File: config.mk
export PLATFORM = sky130hd
export DESIGN_NAME = lsu_wb_ctrl
export DESIGN_NICKNAME = d
export VERILOG_FILES = /design/src/rtl/lsu_wb_ctrl.sv
export SDC_FILE = /design/constraint.sdc
export NUM_CORES = 1
export LEC_CHECK = 0
export CORE_ASPECT_RATIO = 0.75
export CORE_MARGIN = 2
export CORE_UTILIZATION = 47
export DETAILED_ROUTE_END_ITERATION = 12
export GPL_TIMING_DRIVEN = 0
export PLACE_DENSITY = 0.89
export RECOVER_POWER = 100
export SLEW_MARGIN = 20
export SYNTH_ARGS = -nofsm -noshare
export SYNTH_HDL_FRONTEND = slang
export SYNTH_SLANG_ARGS = --single-unit
File: constraint.sdc
create_clock -name clk -period 3.34 [get_ports clk]
set_input_delay 0.334 -clock clk [delete_from_list [all_inputs] [get_ports clk]]
set_output_delay 0.334 -clock clk [all_outputs]
set_load 0.05 [all_outputs]
File: src/rtl/lsu_wb_ctrl.sv
// Load/store and writeback control between the M and W stages of the RISC-V pipeline.
// Define MISALIGN_SPLIT_EN to split boundary-crossing misaligned accesses into two beats.
//
// state   | meaning
// IDLE    | accept next instruction; non-memory ops retire next cycle
// ACCESS  | first (or only) memory beat outstanding, waiting for mem_ack
// ACCESS2 | second beat of a split access (MISALIGN_SPLIT_EN only)
// RESP    | done pulse with writeback controls, back to IDLE
module lsu_wb_ctrl #(
    parameter int XLEN   = 32,
    parameter int ADDR_W = 32,
    parameter int BE_W   = XLEN / 8
) (
    input  logic              clk,
    input  logic              rst_n,
    input  logic              inst_valid,
    input  logic [31:0]       inst,
    input  logic [ADDR_W-1:0] addr,
    input  logic [XLEN-1:0]   wdata,
    output logic              stall,
    output logic              done,
    output logic              rd_we,
    output logic [4:0]        rd_addr,
    output logic [1:0]        wb_sel,
    output logic [XLEN-1:0]   rdata_out,
    output logic              misalign_err,
    output logic              illegal_err,
    output logic              mem_req,
    output logic              mem_we,
    output logic [ADDR_W-1:0] mem_addr,
    output logic [BE_W-1:0]   mem_be,
    output logic [XLEN-1:0]   mem_wdata,
    input  logic              mem_ack,
    input  logic [XLEN-1:0]   mem_rdata
);

    localparam int OFF_W = $clog2(BE_W);
`ifdef MISALIGN_SPLIT_EN
    localparam int BEATS = 2;
`else
    localparam int BEATS = 1;
`endif

    localparam logic [4:0] OP_LOAD  = 5'b00000;
    localparam logic [4:0] OP_STORE = 5'b01000;
    localparam logic [4:0] OP_R     = 5'b01100;
    localparam logic [4:0] OP_IMM   = 5'b00100;
    localparam logic [4:0] OP_JAL   = 5'b11011;
    localparam logic [4:0] OP_JALR  = 5'b11001;

    localparam logic [1:0] IDLE    = 2'd0;
    localparam logic [1:0] ACCESS  = 2'd1;
`ifdef MISALIGN_SPLIT_EN
    localparam logic [1:0] ACCESS2 = 2'd2;
`endif
    localparam logic [1:0] RESP    = 2'd3;

    logic [1:0]       state;
    logic [2:0]       f3_q;
    logic [4:0]       rd_q;
    logic             load_q;
    logic [OFF_W-1:0] off_q;

    logic [4:0]       opc, rd;
    logic [2:0]       f3;
    logic [OFF_W-1:0] off, cur_off;
    logic [1:0]       cur_sz;
    logic [XLEN-1:0]  cur_wdata;
    logic             is_load, is_store, is_mem, illegal, misal, misal_fault, last_ack;
    logic [2:0]       amask;
    logic [BE_W-1:0]  mask;
    logic [BEATS*BE_W-1:0] be_wide;
    logic [BEATS*XLEN-1:0] wd_wide, rd_wide;
    logic [XLEN-1:0]  load_val;
    logic             nm_we;
    logic [1:0]       nm_sel;
    logic             unused_inst;

    assign opc         = inst[6:2];
    assign f3          = inst[14:12];
    assign rd          = inst[11:7];
    assign off         = addr[OFF_W-1:0];
    assign unused_inst = ^{inst[31:15], inst[1:0]};
    assign is_load     = (opc == OP_LOAD);
    assign is_store    = (opc == OP_STORE);
    assign is_mem      = is_load || is_store;
    assign stall       = (state != IDLE) || (inst_valid && is_mem);

    always_comb begin
        illegal = 1'b0;
        if (is_load)
            illegal = (f3 == 3'b111) || ((XLEN == 32) && (f3 == 3'b011 || f3 == 3'b110));
        else
            illegal = f3[2] || ((XLEN == 32) && (f3[1:0] == 2'b11));
        case (f3[1:0])
            2'd0:    amask = 3'b000;
            2'd1:    amask = 3'b001;
            2'd2:    amask = 3'b011;
            default: amask = 3'b111;
        endcase
        misal = ((3'(off) & amask) != 3'b000);
    end

`ifdef MISALIGN_SPLIT_EN
    logic [XLEN-1:0] wdata_q, rlo_q;
    logic            split_q, need_split, next_beat;

    // The second beat re-derives its lanes from the latched access.
    assign cur_sz      = (state == IDLE) ? f3[1:0] : f3_q[1:0];
    assign cur_off     = (state == IDLE) ? off : off_q;
    assign cur_wdata   = (state == IDLE) ? wdata : wdata_q;
    assign need_split  = misal && ((int'(off) + (1 << f3[1:0])) > BE_W);
    assign misal_fault = 1'b0;
    assign next_beat   = mem_ack && (state == ACCESS) && split_q;
    assign last_ack    = mem_ack && (((state == ACCESS) && !split_q) || (state == ACCESS2));
    assign rd_wide     = (state == ACCESS2) ? {mem_rdata, rlo_q} : {{XLEN{1'b0}}, mem_rdata};
`else
    assign cur_sz      = f3[1:0];
    assign cur_off     = off;
    assign cur_wdata   = wdata;
    assign misal_fault = misal;
    assign last_ack    = mem_ack && (state == ACCESS);
    assign rd_wide     = mem_rdata;
`endif

    always_comb begin
        case (cur_sz)
            2'd0:    mask = BE_W'(1);
            2'd1:    mask = BE_W'(3);
            2'd2:    mask = BE_W'(15);
            default: mask = '1;
        endcase
        be_wide  = (BEATS*BE_W)'(mask) << cur_off;
        wd_wide  = (BEATS*XLEN)'(cur_wdata) << {cur_off, 3'b000};
        load_val = XLEN'(rd_wide >> {off_q, 3'b000});
    end

    always_comb begin
        nm_we  = 1'b0;
        nm_sel = 2'b01;
        case (opc)
            OP_R, OP_IMM:    nm_we = 1'b1;
            OP_JAL, OP_JALR: begin nm_we = 1'b1; nm_sel = 2'b10; end
            default:         nm_we = 1'b0;
        endcase
    end

    function automatic logic [XLEN-1:0] extend(input logic [XLEN-1:0] v, input logic [2:0] fn);
        logic [XLEN-1:0] keep;
        logic            s;
        case (fn[1:0])
            2'd0:    begin keep = XLEN'(8'hFF);         s = v[7];  end
            2'd1:    begin keep = XLEN'(16'hFFFF);      s = v[15]; end
            2'd2:    begin keep = XLEN'(32'hFFFF_FFFF); s = v[31]; end
            default: begin keep = '1;                   s = 1'b0;  end
        endcase
        return (v & keep) | ({XLEN{s & ~fn[2]}} & ~keep);
    endfunction

    always_ff @(posedge clk or negedge rst_n) begin
        if (!rst_n) begin
            state <= IDLE; f3_q <= '0; rd_q <= '0; load_q <= 1'b0; off_q <= '0;
            done <= 1'b0; rd_we <= 1'b0; rd_addr <= '0; wb_sel <= '0; rdata_out <= '0;
            misalign_err <= 1'b0; illegal_err <= 1'b0;
            mem_req <= 1'b0; mem_we <= 1'b0; mem_addr <= '0; mem_be <= '0; mem_wdata <= '0;
`ifdef MISALIGN_SPLIT_EN
            wdata_q <= '0; rlo_q <= '0; split_q <= 1'b0;
`endif
        end else begin
            done <= 1'b0; rd_we <= 1'b0; misalign_err <= 1'b0; illegal_err <= 1'b0;
            if (state == IDLE && inst_valid && !is_mem) begin
                done <= 1'b1; rd_addr <= rd; rd_we <= nm_we && (rd != 5'd0);
                wb_sel <= nm_sel; rdata_out <= '0;
            end else if (state == IDLE && inst_valid) begin
                f3_q <= f3; rd_q <= rd; load_q <= is_load; off_q <= off;
`ifdef MISALIGN_SPLIT_EN
                wdata_q <= wdata; split_q <= need_split;
`endif
                if (illegal || misal_fault) begin
                    state <= RESP; done <= 1'b1; rd_addr <= rd; wb_sel <= 2'b00; rdata_out <= '0;
                    illegal_err <= illegal; misalign_err <= !illegal;
                end else begin
                    state <= ACCESS; mem_req <= 1'b1; mem_we <= is_store;
                    mem_addr <= {addr[ADDR_W-1:OFF_W], {OFF_W{1'b0}}};
                    mem_be <= be_wide[BE_W-1:0];
                    mem_wdata <= is_store ? wd_wide[XLEN-1:0] : '0;
                end
`ifdef MISALIGN_SPLIT_EN
            end else if (next_beat) begin
                state <= ACCESS2; rlo_q <= mem_rdata;
                mem_addr <= mem_addr + ADDR_W'(BE_W);
                mem_be <= be_wide[2*BE_W-1:BE_W];
                mem_wdata <= mem_we ? wd_wide[2*XLEN-1:XLEN] : '0;
`endif
            end else if (last_ack) begin
                state <= RESP; mem_req <= 1'b0; done <= 1'b1; rd_addr <= rd_q;
                rd_we <= load_q && (rd_q != 5'd0); wb_sel <= 2'b00;
                rdata_out <= load_q ? extend(load_val, f3_q) : '0;
            end else if (state == RESP) begin
                state <= IDLE;
            end
        end
    end

endmodule

After elaboration in Yosys (flattened, before gate mapping)
Cells that the tools add are included.
W data, S select, Z words.

storage, ports and cells
  register bits after elaboration = 124
  bits of input ports = 132
  output and inout port bits = 114
  logic and storage cells = 125

operators by class
  eq/ne operators = 17
  shifts and indexed selects = 3
  muxes and demuxes = 47
  bitwise logic cells = 9
  reductions and logical operators = 32

operator list
  cell                  count
  $mux W32              9
  $and A32 B32 Y32      2
  $pmux W32 S2          1
  $not A32 Y32          1
  $or A32 B32 Y32       1
  $shl A32 B5 Y32       1
  $shr A32 B5 Y32       1
  $mux W1               21
  $mux W5               4
  $mux W2               9
  $eq A5 B4 Y1 const B  2
  $eq A5 B5 Y1 const B  2
  $reduce_bool A5 Y1    2
  $pmux W3 S3           1
  $reduce_bool A3 Y1    3
  $eq A2 B2 Y1 const B  4
  $pmux W4 S2           1
  $eq A2 B1 Y1 const B  3
  $eq A3 B3 Y1 const B  2
  $logic_and A1 B1 Y1   6
  $logic_not A2 Y1      3
  $logic_or A1 B1 Y1    6
  $reduce_and A2 Y1     3
  $reduce_and A3 Y1     2
  14 further kinds      18

Logic depth before layout (Yosys ltp)
  depth in word-level cells = 12
  depth in mapped cells = 7
  mapped depth without buffers = 4

Worst setup path after synthesis
No wires, ideal clock.

  kind = input -> register
  start point = in addr[0]
  end point = reg mem_addr[26]
  setup time = 0.128 ns
  data arrival time = 1.611 ns
  required time = 3.212 ns
  setup slack = 1.602 ns
  stages on the path = 6
  buffers on the path = 3
  cell sequence = buf_2 > nor4_2 > o211ai_2 > buf_6 > buf_4 > mux2_1

between the ends
  longest elaborated chain between the ends = 5

RTL lines
  element                      RTL line  RTL
  start: declaration           18        input logic [ADDR_W-1:0] addr,
  $and A2 B3 Y3                101       misal = ((3'(off) & amask) != 3'b000);
  $reduce_bool A3 Y1           101
  $logic_or A1 B1 Y1           179       if (illegal || misal_fault) begin
  $not A1 Y1 (no line)         -
  $reduce_and A3 Y1 (no line)  -
  end signal: assignment       184       mem_addr <= {addr[ADDR_W-1:OFF_W], {OFF_W{1'b0}}};
  end: declaration             30        output logic [ADDR_W-1:0] mem_addr,

Every way passes these cells.
A chain may end at the register's enable or synchronous reset.

Final worst setup path
  start point = reg state[1]
  end point = reg mem_wdata[13]

between the ends
  longest elaborated chain between the ends = 5

RTL lines
  element                        RTL line  RTL
  start: declaration             58        logic [1:0] state;
  start signal: assignment       162       state <= IDLE; f3_q <= '0; rd_q <= '0; load_q <= 1'b0; off_q <= '0;
  start signal: assignment       180       state <= RESP; done <= 1'b1; rd_addr <= rd; wb_sel <= 2'b00; rdata_out <= '0;
  start signal: assignment       183       state <= ACCESS; mem_req <= 1'b1; mem_we <= is_store;
  $logic_not A2 Y1 *             171, 174
  $logic_and A1 B1 Y1 *          171, 174
  $logic_and A1 B1 Y1            171       if (state == IDLE && inst_valid && !is_mem) begin
  $not A1 Y1 (no line)           -
  $reduce_and A3 Y1 (no line) *  -
  end signal: assignment         186       mem_wdata <= is_store ? wd_wide[XLEN-1:0] : '0;
  end: declaration               32        output logic [XLEN-1:0] mem_wdata,

Mark *: on every way between the ends. The rest lies on a longest branch, timed or not.

==> impl_metrics.py <==
metrics = {
    "outcome": {
        "outcome": "complete, no violations",
    },
    "finish": {
        "synthToLayoutAreaGrowth_pct": 51.39,
        "finalNonFillerCells": 951,
        "final_util": 0.7271,
        "fin_nets": 904,
        "diodes": 0,
        "final_area_um2": 8916,
        "fill_cells": 819,
        "multi_input_area_um2": 2561,
        "drive_gt1_frac": 0.1287,
        "regArea_um2": 3103,
    },
    "global_routing": {
        "grt_overflow_total": 0,
        "grt_use_total": 0.2784,
        "antenna_found_initial": 0,
        "grt_max_degree": 68,
        "grt_pass1_vias": 5288,
        "grt_pass1_wl_um": 28920,
    },
    "floorplan": {
        "start_util": 0.4803,
        "die_w_um": 133.3,
        "ioPinCount": 246,
        "coreArea_um2": 12260,
        "num_rows": 35,
        "die-area_um2": 13450,
        "die_h_um": 100.9,
    },
    "power": {
        "leakagePower_nw": 4.178,
        "peakVddDrop_mv": 0.5470,
        "p_per_area_nw_per_um2": 697.7,
    },
    "detailed_routing": {
        "totalWireLength_um": 18600,
        "vias": 5391,
        "wl_met1_um": 8022,
        "wl_met3_um": 1531,
        "top_layer": "met4",
        "ant_nets": 0,
        "wl_met2_um": 8691,
        "via_per_inst": 5.669,
        "remaining_drc_errors": 0,
        "drtPass1Iterations": 6,
        "drtIter0Drc": 439,
        "routedWlPerCell_um": 19.56,
    },
    "run": {
        "cap_violations": 0,
    },
    "timing": {
        "rsz0062_at_grt": "false",
        "hold_violations": 0,
        "maxSlewViolCount": 0,
        "tightestPinTransition_ns": 1.453,
        "min_period_ns": 2.768,
        "fmax_mhz": 361.3,
        "fin_ws_ns": 0.5719,
        "finalSetupViolations": 0,
        "relSlewSlack": 0.03127,
        "skew_ns": 0.01253,
        "timing.final.crit_share": 0.8288,
        "holdWs_ns": 0.3042,
    },
    "worst_setup_path": {
        "regToRegStartpoint": "state[1]",
        "r2r_setup_slack_ns": 0.57,
        "critPathLaunchType": "register",
        "rr_worst_depth": 5,
        "crit_required_ns": 3.64,
        "end_kind": "register",
        "critPathArrivalTime_ns": 3.07,
        "rr_endpoint": "mem_wdata[13]",
        "path_common_cell": "clkbuf_1",
        "cp_max_fo": 10,
        "worst_path_max_delay_cell": "nor3b_1",
        "slowest_delay_ns": 0.80,
        "crit_chain": "nor3b_1 -> o211ai_1 -> clkbuf_1 -> clkbuf_1 -> o31ai_1",
        "worstSetupPathType": "reg -> reg",
    },
    "synthesis": {
        "ys_types": 46,
        "synth_edf_count": 0,
        "async_flop_share": 1.000,
        "netlist_area_um2": 5889,
        "ys_ff_latch": 124,
        "synth.avg_cell_area_um2": 11.15,
        "ys_warn_count": 0,
        "syn-instance-count": 528,
        "synth-main-ff-cell": "dfrtp_1",
        "yosysSeqAreaShare": 0.5269,
    },
    "clock_network": {
        "path_clk_slew_ns": 0.06,
        "cts_made_buffers": 17,
        "insertion_delay_ns": 0.41,
        "cts-root-buf": "clkbuf_16",
        "htreeDepth": 4,
        "cts_num_sinks": 124,
        "cts_tree": "done",
        "cts_max_path_buffers": 2,
    },
    "hold_path": {
        "min-delay-path-class": "in -> reg",
        "hold_depth": 2,
        "min_from": "inst[12]",
        "whs_endpoint": "f3_q[0]",
    },
    "place": {
        "dpl.hpwl_um": 13870,
        "dp.cells": 918,
        "dp_slack_ns": 0.6622,
        "gp_congestion": 0.9337,
        "place_area_um2": 8352,
        "portBuffers": 222,
    },
}
-- synthesized netlist by cell type (2+ instances only) --
master,number,area share
and3_1,3,0.0032
a22o_1,25,0.037
o21ai_0,53,0.045
buf_6,3,0.0057
nand2b_1,4,0.0042
buf_1,3,0.0019
nand3b_1,2,0.0025
mux2_1,7,0.013
nor2b_1,2,0.0021
buf_4,3,0.0038
nor2_1,11,0.0070
o31ai_1,10,0.013
and2_1,4,0.0042
or4_1,2,0.0025
mux2_2,51,0.098
buf_2,13,0.011
o211ai_1,8,0.010
nor3_1,2,0.0017
dfrtp_1,124,0.53
mux2i_1,32,0.054
clkbuf_1,19,0.012
o2bb2ai_1,16,0.024
nand2_1,89,0.057
a221o_1,5,0.0085
a21oi_1,16,0.014
-- sequential cells by signal, summed over array words and instances (netlist names), 2 cells and up --
register and cells:
f3_q 3, mem_addr 30, mem_be 4, mem_wdata 32, off_q 2, rd_addr 5
rd_q 5, rdata_out 32, state 2, wb_sel 2
-- cells in the final DEF (no fill, tap or decap), types with 11 or more instances in the layout --
| cell type | count |
|---|---|
| clkbuf_1 | 27 |
| clkbuf_16 | 17 |
| a21oi_1 | 16 |
| o2bb2ai_1 | 16 |
| dlygate4sd3_1 | 114 |
| dfrtp_1 | 124 |
| mux2i_1 | 32 |
| nor2_1 | 11 |
| nand2_1 | 89 |
| o21ai_0 | 54 |
| a22o_1 | 25 |
| mux2_2 | 51 |
| clkdlybuf4s50_1 | 108 |
-- how the worst max path moves through the flow --
stage                  start  depth (start not counted)  slack (ns)       endpoint
floorplan            addr[0]                          6        1.60   mem_addr[26]
global placement       rst_n                          1       -2.63   mem_addr[16]
detailed placement   inst[6]                          5        0.66          stall
CTS                  inst[6]                          5        0.65          stall
global route        state[1]                          5        0.31  mem_wdata[12]
finish              state[1]                          5        0.57  mem_wdata[13]
-- layout make-up --
| type | count | area share |
|---|---|---|
| Buffer | 42 | 0.02175 |
| Clock buffer | 18 | 0.04813 |
| Clock inverter | 14 | 0.02049 |
| Inverter | 1 | 0.0004210 |
| Multi-Input combinational cell | 362 | 0.2873 |
| Sequential cell | 124 | 0.3480 |
| Tap cell | 166 | 0.02329 |
| Timing Repair Buffer | 224 | 0.2506 |
-- logic make-up after synthesis --
kind of cell,synth area share
AND/OR/NAND/NOR,0.09921
other,0.0006367
flip-flops,0.5269
buffers and inverters,0.03611
multiplexers,0.1691
AO/OA/AOI/OAI,0.1680
-- power by group --
| part | switching, mW | internal (mW) |
|---|---|---|
| Sequential | 0.168 | 1.77 |
| Clock | 0.729 | 1.19 |
| Combinational | 1.54 | 0.824 |
-- critical path: cells and delay by family (launching register included) --
family                 cells  cell delay [ns]
buffers and inverters      2             0.68
flip-flops                 1             0.43
AND/OR/NAND/NOR            1             0.80
AO/OA/AOI/OAI              2             0.75
-- metal layers --
layer | vias up | GRT usage
met3 | 33 | 0.06435
met2 | 294 | 0.4405
li1 | 2407 | -
met5 | - | 0
met1 | 2657 | 0.3863
met4 | 0 | 0.08511
-- what timing repair did --
action,in CTS,in global routing
endpoints found under the hold margin,57,0
buffers inserted,0,0
endpoints found under the setup margin,0,0
gates resized for setup,0,0
hold buffers,1,0
-- stage by stage --
stage,power [mW],setup TNS [ns]
2_1_floorplan,3.495,0
3_3_place_gp,4.313,-324.55
3_5_place_dp,4.396,0
4_1_cts,6.317,0
5_1_grt,6.461,0
6_report,6.221,0
Power figures use the tool's default switching activity.
